$ cat config.mk
export PLATFORM = sky130hd
export DESIGN_NAME = key_en_ctrl
export DESIGN_NICKNAME = d
export VERILOG_FILES = /design/src/rtl/key_en_ctrl.sv
export SDC_FILE = /design/constraint.sdc
export NUM_CORES = 1
export LEC_CHECK = 0
export CAP_MARGIN = 20
export CORE_MARGIN = 3
export CORE_UTILIZATION = 40
export CTS_CLUSTER_DIAMETER = 200
export DETAILED_ROUTE_END_ITERATION = 12
export HOLD_SLACK_MARGIN = 0.08
export PLACE_DENSITY = 0.68
export SLEW_MARGIN = 20
export SYNTH_ARGS = -nofsm -noshare
export SYNTH_HDL_FRONTEND = slang
export SYNTH_SLANG_ARGS = --single-unit
export TNS_END_PERCENT = 1
$ cat constraint.sdc
create_clock -name clk -period 2.5 [get_ports clk]
set_clock_uncertainty 0.15 [all_clocks]
set_input_delay 0.25 -clock clk [delete_from_list [all_inputs] [get_ports clk]]
set_output_delay 0.25 -clock clk [all_outputs]
set_load 0.01 [all_outputs]
$ cat src/rtl/key_en_ctrl.sv
// Debounced push-button controller: synchronizes a raw key, qualifies presses
// over a DB_CYCLES window, strobes key_pulse once per press and toggles en.
module key_en_ctrl #(
  parameter int   DB_CYCLES  = 1000000,
  parameter int   CNT_WIDTH  = $clog2(DB_CYCLES + 1),
  parameter logic KEY_ACTIVE = 1'b0
) (
  input  logic       clk,
  input  logic       rst_n,
  input  logic       key_in,
  output logic       en,
  output logic       key_pulse,
  output logic [1:0] key_state
);

  typedef enum logic [1:0] {
    IDLE       = 2'd0,
    PRESS_DB   = 2'd1,
    HELD       = 2'd2,
    RELEASE_DB = 2'd3
  } state_t;

  localparam logic [CNT_WIDTH-1:0] CNT_LAST = CNT_WIDTH'(DB_CYCLES - 1);

  logic                 sync1_q, sync2_q;
  state_t               state_q, state_d;
  logic [CNT_WIDTH-1:0] cnt_q, cnt_d;
  logic                 en_q, en_d;
  logic                 pulse_q, pulse_d;
  logic                 pressed;

  assign pressed = (sync2_q == KEY_ACTIVE);

  always_ff @(posedge clk) begin
    if (!rst_n) begin
      sync1_q <= ~KEY_ACTIVE;
      sync2_q <= ~KEY_ACTIVE;
      state_q <= IDLE;
      cnt_q   <= '0;
      en_q    <= 1'b0;
      pulse_q <= 1'b0;
    end else begin
      sync1_q <= key_in;
      sync2_q <= sync1_q;
      state_q <= state_d;
      cnt_q   <= cnt_d;
      en_q    <= en_d;
      pulse_q <= pulse_d;
    end
  end

  always_comb begin
    state_d = state_q;
    cnt_d   = cnt_q;
    en_d    = en_q;
    pulse_d = 1'b0;
    case (state_q)
      IDLE: begin
        if (pressed) begin
          state_d = PRESS_DB;
          cnt_d   = '0;
        end
      end
      PRESS_DB: begin
        if (!pressed) begin
          // any release glitch throws away accumulated press time
          state_d = IDLE;
          cnt_d   = '0;
        end else if (cnt_q == CNT_LAST) begin
          state_d = HELD;
          cnt_d   = '0;
          pulse_d = 1'b1;
          en_d    = ~en_q;
        end else begin
          cnt_d = cnt_q + 1'b1;
        end
      end
      HELD: begin
        if (!pressed) begin
          state_d = RELEASE_DB;
          cnt_d   = '0;
        end
      end
      RELEASE_DB: begin
        if (pressed) begin
          state_d = HELD;
          cnt_d   = '0;
        end else if (cnt_q == CNT_LAST) begin
          state_d = IDLE;
          cnt_d   = '0;
        end else begin
          cnt_d = cnt_q + 1'b1;
        end
      end
      default: begin
        state_d = IDLE;
        cnt_d   = '0;
      end
    endcase
  end

  assign en        = en_q;
  assign key_pulse = pulse_q;
  assign key_state = state_q;

endmodule
==> summary.md, run 1 <==
| Metric | Value |
|---|---|
| Clock tree buffer depth | `2` |
| Rel. slew slack | `55.82%` |
| Synthesized Nets | `161` |
| Critical path's slowest cell | `or4_1` |
| CP Launch Type | `flop` |
| Post-DRT Antenna Nets | `0` |
| Port Buffers | `6` |
| Crit-path cells | `ha_1 -> nand3_1 -> nor2_1 -> nand4_2 -> or4_1 -> a21boi_1` |
| Util after Layout | `between 40 and 50%` |
| Starting density of the core | `approximately 43%` |
| Reg2reg start | `cnt_q[0]$_SDFFE_PN0P_` |
| Iter 0 DRT Violations | `a little under 60` |
| Count of state elements after synthesis | `26` |
| Leading cell type in the layout, fill and taps excluded | `dfxtp_1` |
| Setup ws final | `414.7 ps` |
| Post-Syn Area | `between 1000 and 1500 um2` |
| HPWL after detailed placement | `a little over 2000 um` |
| Mapped Avg Cell Area | `8.575 um2` |
| Fin crit share | `a little over four fifths` |
| Initial DRT Pass Iterations | `4` |
| CTS buffer count | `3` |
| Max Freq | `479.6 MHz` |
| Hold Fails Final Rpt | `0` |
| CTS H-tree depth | `1` |
| Status | `completed` |
| Post_cts resized | `0` |
| Height of the die | `between 60 and 70 um` |
| Worst Hold Launch | `sync1_q$_SDFF_PN1_` |
| Worst VDD drop | `0.0002163 V` |
| Post-synth EDFFs | `0` |
| Pre-CTS setup slack | `roughly 440 ps` |
| Synth warn | `0` |
| P_leak | `0.0004607 uW` |
| CTS tree | `yes` |
| RR Endpoint | `en$_SDFFE_PN0P_` |
| Final nets | `169` |
| Top cells by area, synth | `dfxtp_1 39%, nand2_1 4.5%, a31oi_1 3.7%` |
| Crit-path max FO | `6` |
| Fin crit period | `between 2000 and 2500 ps` |
| Initial antenna violation count | `0` |
| Row count | `20` |
| Die area | `4098 um2` |
| I/O pins | `7` |
| DR DRC count | `0` |
| Reg2Reg Setup Slack | `approximately 410 ps` |
| Synth async-reset ratio | `0%` |
| Filler Cell Count | `~320` |
| Later-pin clock latency in the skew report | `330 ps` |
| Hold crit path type | `reg -> reg` |
| Fraction of layout cells with a size suffix above 1 | `about a tenth` |
| Maximum Capacitance Violations | `0` |
| First-pass GRT wire length | `between 4000 and 5000 um` |
| Hold Path Sink | `sync2_q$_SDFF_PN1_` |
| Clock root buffer | `clkbuf_4` |
| Critical Path End Type | `flop` |
| Final setup fails | `0` |
| Synth area leader | `dfxtp_1` |
| Arr. time, crit path | `around 2200 ps` |
| Power Dens Cells | `about 440 nW/um2` |
| Unique cell type count in the Yosys netlist | `44` |
| Post-CTS setup buffer count | `0` |
| Commonest non-fill, non-tap cells in the layout | `26 x dfxtp_1, 16 x nand2_1, 10 x nor2_1, 10 x nand3_1` |
| Total Wirelength | `~2800 um` |
| Routed via count | `between 1,000 and 1,500` |
| Total track usage | `between 10% and 20%` |
| Reg clk slew, reported paths | `approximately 140 ps` |
| WS Path Type | `reg -> reg` |
| Grt ovf | `0` |
| Worst Tran Pin Value | `~660 ps` |
| Setup TNS | `0 ps` |
| Die W | `roughly 64 um` |
| Hold WS | `~280 ps` |
| Global placement routability congestion | `0.7816` |
| Synth top area share | `just under 40%` |
| Seq/Total Area, Yosys | `between 30% and 40%` |
| CTS Hold Bufs | `0` |
| Hold Path Depth | `1` |
| DR vias/cell | `5.587` |
| Pin count of the biggest net entering global routing | `20` |
| Synth Flop Type | `dfxtp_1` |
| Reg2Reg Depth | `6` |
| Avg WL per Cell | `around 13 um` |
| Clk sink count | `26` |
| Fin. max-slew vios | `0` |
| CP max stage delay | `roughly 440 ps` |
| ANT cells | `0` |
| RSZ-0062 raised after global routing | `false` |
| Cells after Synth | `157` |
| Area Growth Syn to Fin | `10.41%` |
| Data required, critical path | `2620 ps` |
| Number of global-route vias before repair | `1,110` |
| Core footprint | `between 3000 and 4000 um2` |
## worst max-delay path by stage
stage                           from                     end  slack (ps)  cells after the start
2_1_floorplan  cnt_q[0]$_SDFFE_PN0P_  cnt_q[15]$_SDFFE_PN0P_         640                      7
3_3_place_gp   cnt_q[0]$_SDFFE_PN0P_   cnt_q[5]$_SDFFE_PN0P_         500                      6
3_5_place_dp   cnt_q[0]$_SDFFE_PN0P_         en$_SDFFE_PN0P_         440                      6
4_1_cts        cnt_q[0]$_SDFFE_PN0P_         en$_SDFFE_PN0P_         420                      6
5_1_grt        cnt_q[1]$_SDFFE_PN0P_         en$_SDFFE_PN0P_         230                      6
6_report       cnt_q[0]$_SDFFE_PN0P_         en$_SDFFE_PN0P_         410                      6
## cells in the mapped netlist (all sizes together), types with 2 or more instances
master and instances:
nor3 5, o31ai 3, nor2b 2, and4 2, nand2b 3, nor4 3, nand4 6, xnor2 2
nand2 16, or3 5, buf 3, nand3 10, and3 3, a22oi 3, a21oi 7, mux2i 2
inv 5, or2 3, nor2 10, o21ai 8, o21a 4, nor4bb 2, and2 2, dfxtp 26
nor4b 3, a21boi 4, a31oi 8
## sequential cells by signal, indices dropped and copies added, names as in the netlist, named ones only
signal and count:
sync2_q 1, sync1_q 1, cnt_q 20, key_state 1, key_pulse 1, en 1
## critical path, delay by kind of cell, from the launching register on
family,cells,cell delay (ps)
AND/OR/NAND/NOR,4,1100
flip-flops,1,420
adder cells (fa/ha/maj),1,210
AO/OA/AOI/OAI,1,150
## layer usage
| layer | routed length, um | vias to the layer above | track usage [%] |
|---|---|---|---|
| li1 | - | 595 | - |
| met2 | 1229 | 23 | 23.61 |
| met4 | 27 | 0 | 5.660 |
| met1 | 1432 | 540 | 20.94 |
| met3 | 98 | 4 | 2.636 |
| met5 | 0 | - | 0 |
## power by group
| group | internal (uW) | switching [uW] | leakage (uW) | total [uW] |
|---|---|---|---|---|
| clock network | 89.2 | 129 | 0.0000210 | 218 |
| registers | 416 | 1.91 | 0.000210 | 418 |
| logic | 10.4 | 13.5 | 0.000230 | 24.0 |
## per-stage QoR
| step | cell area, um2 | cells | power (uW) |
|---|---|---|---|
| after floorplan | 1346 | 157 | 442.3 |
| final | 1486 | 208 | 660.6 |
| after CTS | 1486 | 208 | 666.6 |
| after global placement | 1450 | 204 | 451.0 |
| after detailed placement | 1450 | 204 | 451.7 |
| after global routing | 1486 | 208 | 689.4 |
## logic make-up (layout without fill, tap and decap cells)
kind of cell | Yosys count | in the layout | synth area share [%]
fa+ha+maj | 1 | 1 | 0.9292
buf+inv | 9 | 16 | 2.788
xor+xnor | 3 | 3 | 2.510
simple gates | 77 | 77 | 34.29
flops | 26 | 26 | 38.66
compound gates | 39 | 39 | 19.33
mux | 2 | 2 | 1.487
## cell type report
cell class	instances	area [um2]	area share (%)
multi-input cells	122	788.3	53.03
flip-flops and latches	26	520.5	35.02
repair buffers	7	67.56	4.545
well taps	44	55.05	3.704
clock buffers	4	36.28	2.441
inverters	5	18.77	1.263
(Power assumes the default switching activity.)
==> run 2: changes to the inputs <==
==> constraint.sdc (replaced) <==
create_clock -name clk -period 2.1 [get_ports clk]
set_clock_uncertainty 0.15 [all_clocks]
set_input_delay 0.21 -clock clk [delete_from_list [all_inputs] [get_ports clk]]
set_output_delay 0.21 -clock clk [all_outputs]
set_load 0.01 [all_outputs]
==> run 2 against run 1 <==
Register-to-register slack lost 300 ps. Wire length rose by 2.0%. Worst hold slack better by 9.7 ps. Sequential power is 19% higher. Count of clock-buffer cells in the layout fell by 1. Via count is 4.1% higher. Non-clock buffer count grew 6. Power rose by 12%. Critical path type unchanged. Largest cell class unchanged. Largest power group unchanged. Highest routed layer unchanged.
==> summary.md, run 2 (synthesis gave the netlist of run 1 again) <==
| Metric | Value |
|---|---|
| Status | `completed` |
| Routed via count | `1,210 (+4.1%)` |
| DR DRC count | `0 (unchanged)` |
| Rel. slew slack | `75.43% (+20 points)` |
| Port Buffers | `6 (unchanged)` |
| Avg WL per Cell | `13.35 um (-0.35%)` |
| Pre-CTS setup slack | `46.89 ps (-397.9 ps)` |
| Later-pin clock latency in the skew report | `320 ps (about the same)` |
| Final nets | `175 (+3.6%)` |
| Setup ws final | `119.6 ps (-295.1 ps)` |
| Largest reg by FF count | `cnt_q` |
| Hold crit path type | `reg -> reg` |
| Commonest non-fill, non-tap cells in the layout | `26 x dfxtp_1, 16 x nand2_1, 9 x nor2_1, 9 x nand3_1` |
| Fin cells | `213 (+2.4%)` |
| Global placement routability congestion | `0.8120 (+3.9%)` |
| Iter 0 DRT Violations | `57 (-3.4%)` |
| CTS tree | `yes` |
| I/O pins | `7 (unchanged)` |
| Power Dens Cells | `478.1 nW/um2 (+7.6%)` |
| Crit path launch | `cnt_q[0]$_SDFFE_PN0P_` |
| Max FFs per register | `20 (unchanged)` |
| Core footprint | `3128 um2 (unchanged)` |
| Critical path's slowest cell | `or4_1` |
| P_leak | `0.0005058 uW (+9.8%)` |
| Arr. time, crit path | `2100 ps (-110 ps)` |
| CTS buffer count | `3 (unchanged)` |
| Worst Hold Launch | `sync1_q$_SDFF_PN1_` |
| Clock root buffer | `clkbuf_4` |
| Fin crit period | `1980 ps (-104.9 ps)` |
| CTS H-tree depth | `1 (unchanged)` |
| Fin crit share | `94.30% (+11 points)` |
| Die area | `4098 um2 (unchanged)` |
| Clk sink count | `26 (unchanged)` |
| Number of global-route vias before repair | `1,151 (+3.7%)` |
| Maximum Capacitance Violations | `0 (unchanged)` |
| ANT cells | `0 (unchanged)` |
| Clock tree buffer depth | `2 (unchanged)` |
| CP Launch Type | `flop` |
| Grt ovf | `0 (unchanged)` |
| Crit-path max FO | `6 (unchanged)` |
| Dpl cells | `209 (+2.5%)` |
| Critical Path End Type | `flop` |
| Post-DRT Antenna Nets | `0 (unchanged)` |
| Worst VDD drop | `0.0002061 V (-4.7%)` |
| Area Growth Syn to Fin | `14.87%` |
| Die W | `64.02 um (unchanged)` |
| Filler Cell Count | `317 (-0.31%)` |
| Total Wirelength | `2844 um (+2.0%)` |
| First-pass GRT wire length | `5216 um (+5.4%)` |
| Total track usage | `15.96% (+0.76 points)` |
| Row count | `20 (unchanged)` |
| Height of the die | `64.02 um (unchanged)` |
| Data required, critical path | `2210 ps (-410 ps)` |
| Initial antenna violation count | `0 (unchanged)` |
| Leading cell type in the layout, fill and taps excluded | `dfxtp_1` |
| Initial DRT Pass Iterations | `4 (unchanged)` |
| DR vias/cell | `5.681 (+1.7%)` |
| Reg2reg start | `cnt_q[0]$_SDFFE_PN0P_` |
| Starting density of the core | `43.04% (unchanged)` |
| WS Path Type | `reg -> reg` |
| Pin count of the biggest net entering global routing | `20 (unchanged)` |
| Worst Tran Pin Value | `365.1 ps (-291.5 ps)` |
| Reg clk slew, reported paths | `140 ps (about the same)` |
| Fraction of layout cells with a size suffix above 1 | `14.20% (+3.8 points)` |
| Max Freq | `505.0 MHz (+5.3%)` |
| CP max stage delay | `430 ps (about the same)` |
| Crit-path cells | `ha_1 -> nand3_2 -> nor2_2 -> nand4_2 -> or4_1 -> a21boi_1` |
| Fin. max-slew vios | `0 (unchanged)` |
| Hold Fails Final Rpt | `0 (unchanged)` |
| Final setup fails | `0 (unchanged)` |
| HPWL after detailed placement | `2079 um (+2.1%)` |
## run 2: cell types whose count changed in the layout (fill, tap and decap cells not counted), sizes merged
| cell | delta |
|---|---|
| buf | +6 |
| clkbuf | -1 |
## run 2: cell type report
| class | count | area (um2) | area share, % |
|---|---|---|---|
| Inverter | 5 | 18.77 | 1.214 |
| Clock buffer | 3 | 22.52 | 1.456 |
| Multi-Input combinational cell | 122 | 804.5 | 52.02 |
| Sequential cell | 26 | 520.5 | 33.66 |
| Timing Repair Buffer | 13 | 125.1 | 8.091 |
| Tap cell | 44 | 55.05 | 3.560 |
## run 2: path summary, 6_finish.rpt
path                            slack [ps]  cells after the start                  to
worst max register to register         120                      6     en$_SDFFE_PN0P_
worst min-delay path                   290                      1  sync2_q$_SDFF_PN1_
worst max-delay path                   120                      6     en$_SDFFE_PN0P_
worst min register to register         290                      1  sync2_q$_SDFF_PN1_
## run 2: what timing repair did
| item | 4_1_cts | 5_1_grt |
|---|---|---|
| setup endpoints to repair | 0 | 15 |
| resized for setup | 0 | 3 |
| buffers inserted | 0 | 1 |
| hold buffers | 0 | 0 |
## run 2: stage by stage
step	hold WS [ps]	utilization, %	cell area (um2)	TNS [ps]	power [uW]
after floorplan	133.0	-	1346	0	526.6
after global placement	238.7	47.56	1488	0	537.2
after detailed placement	257.2	47.56	1488	0	537.7
after CTS	290.7	48.28	1510	0	748.3
after global routing	320.5	49.44	1546	-28.86	766.7
final	286.1	49.44	1546	0	739.3
## run 2: metal layers
layer	vias up	share of wire, %	global-route usage (%)
met5	-	0	0
met1	572	48	21.55
met3	6	4.2	2.636
met2	24	46	25.29
li1	608	-	-
met4	0	1.6	6.199
## run 2: critical path, delay by kind of cell, from the launching register on
| family | cells | cell delay [ps] |
|---|---|---|
| AND/OR/NAND/NOR | 4 | 980 |
| flip-flops | 1 | 420 |
| adder cells (fa/ha/maj) | 1 | 240 |
| AO/OA/AOI/OAI | 1 | 140 |
## run 2: power by group
group / switching [uW] / internal (uW) / leakage (uW) / total (uW)
clock: 145 / 67.2 / 0.0000138 / 213
combinational: 15.9 / 12.6 / 0.000282 / 28.5
sequential: 2.49 / 496 / 0.000210 / 498
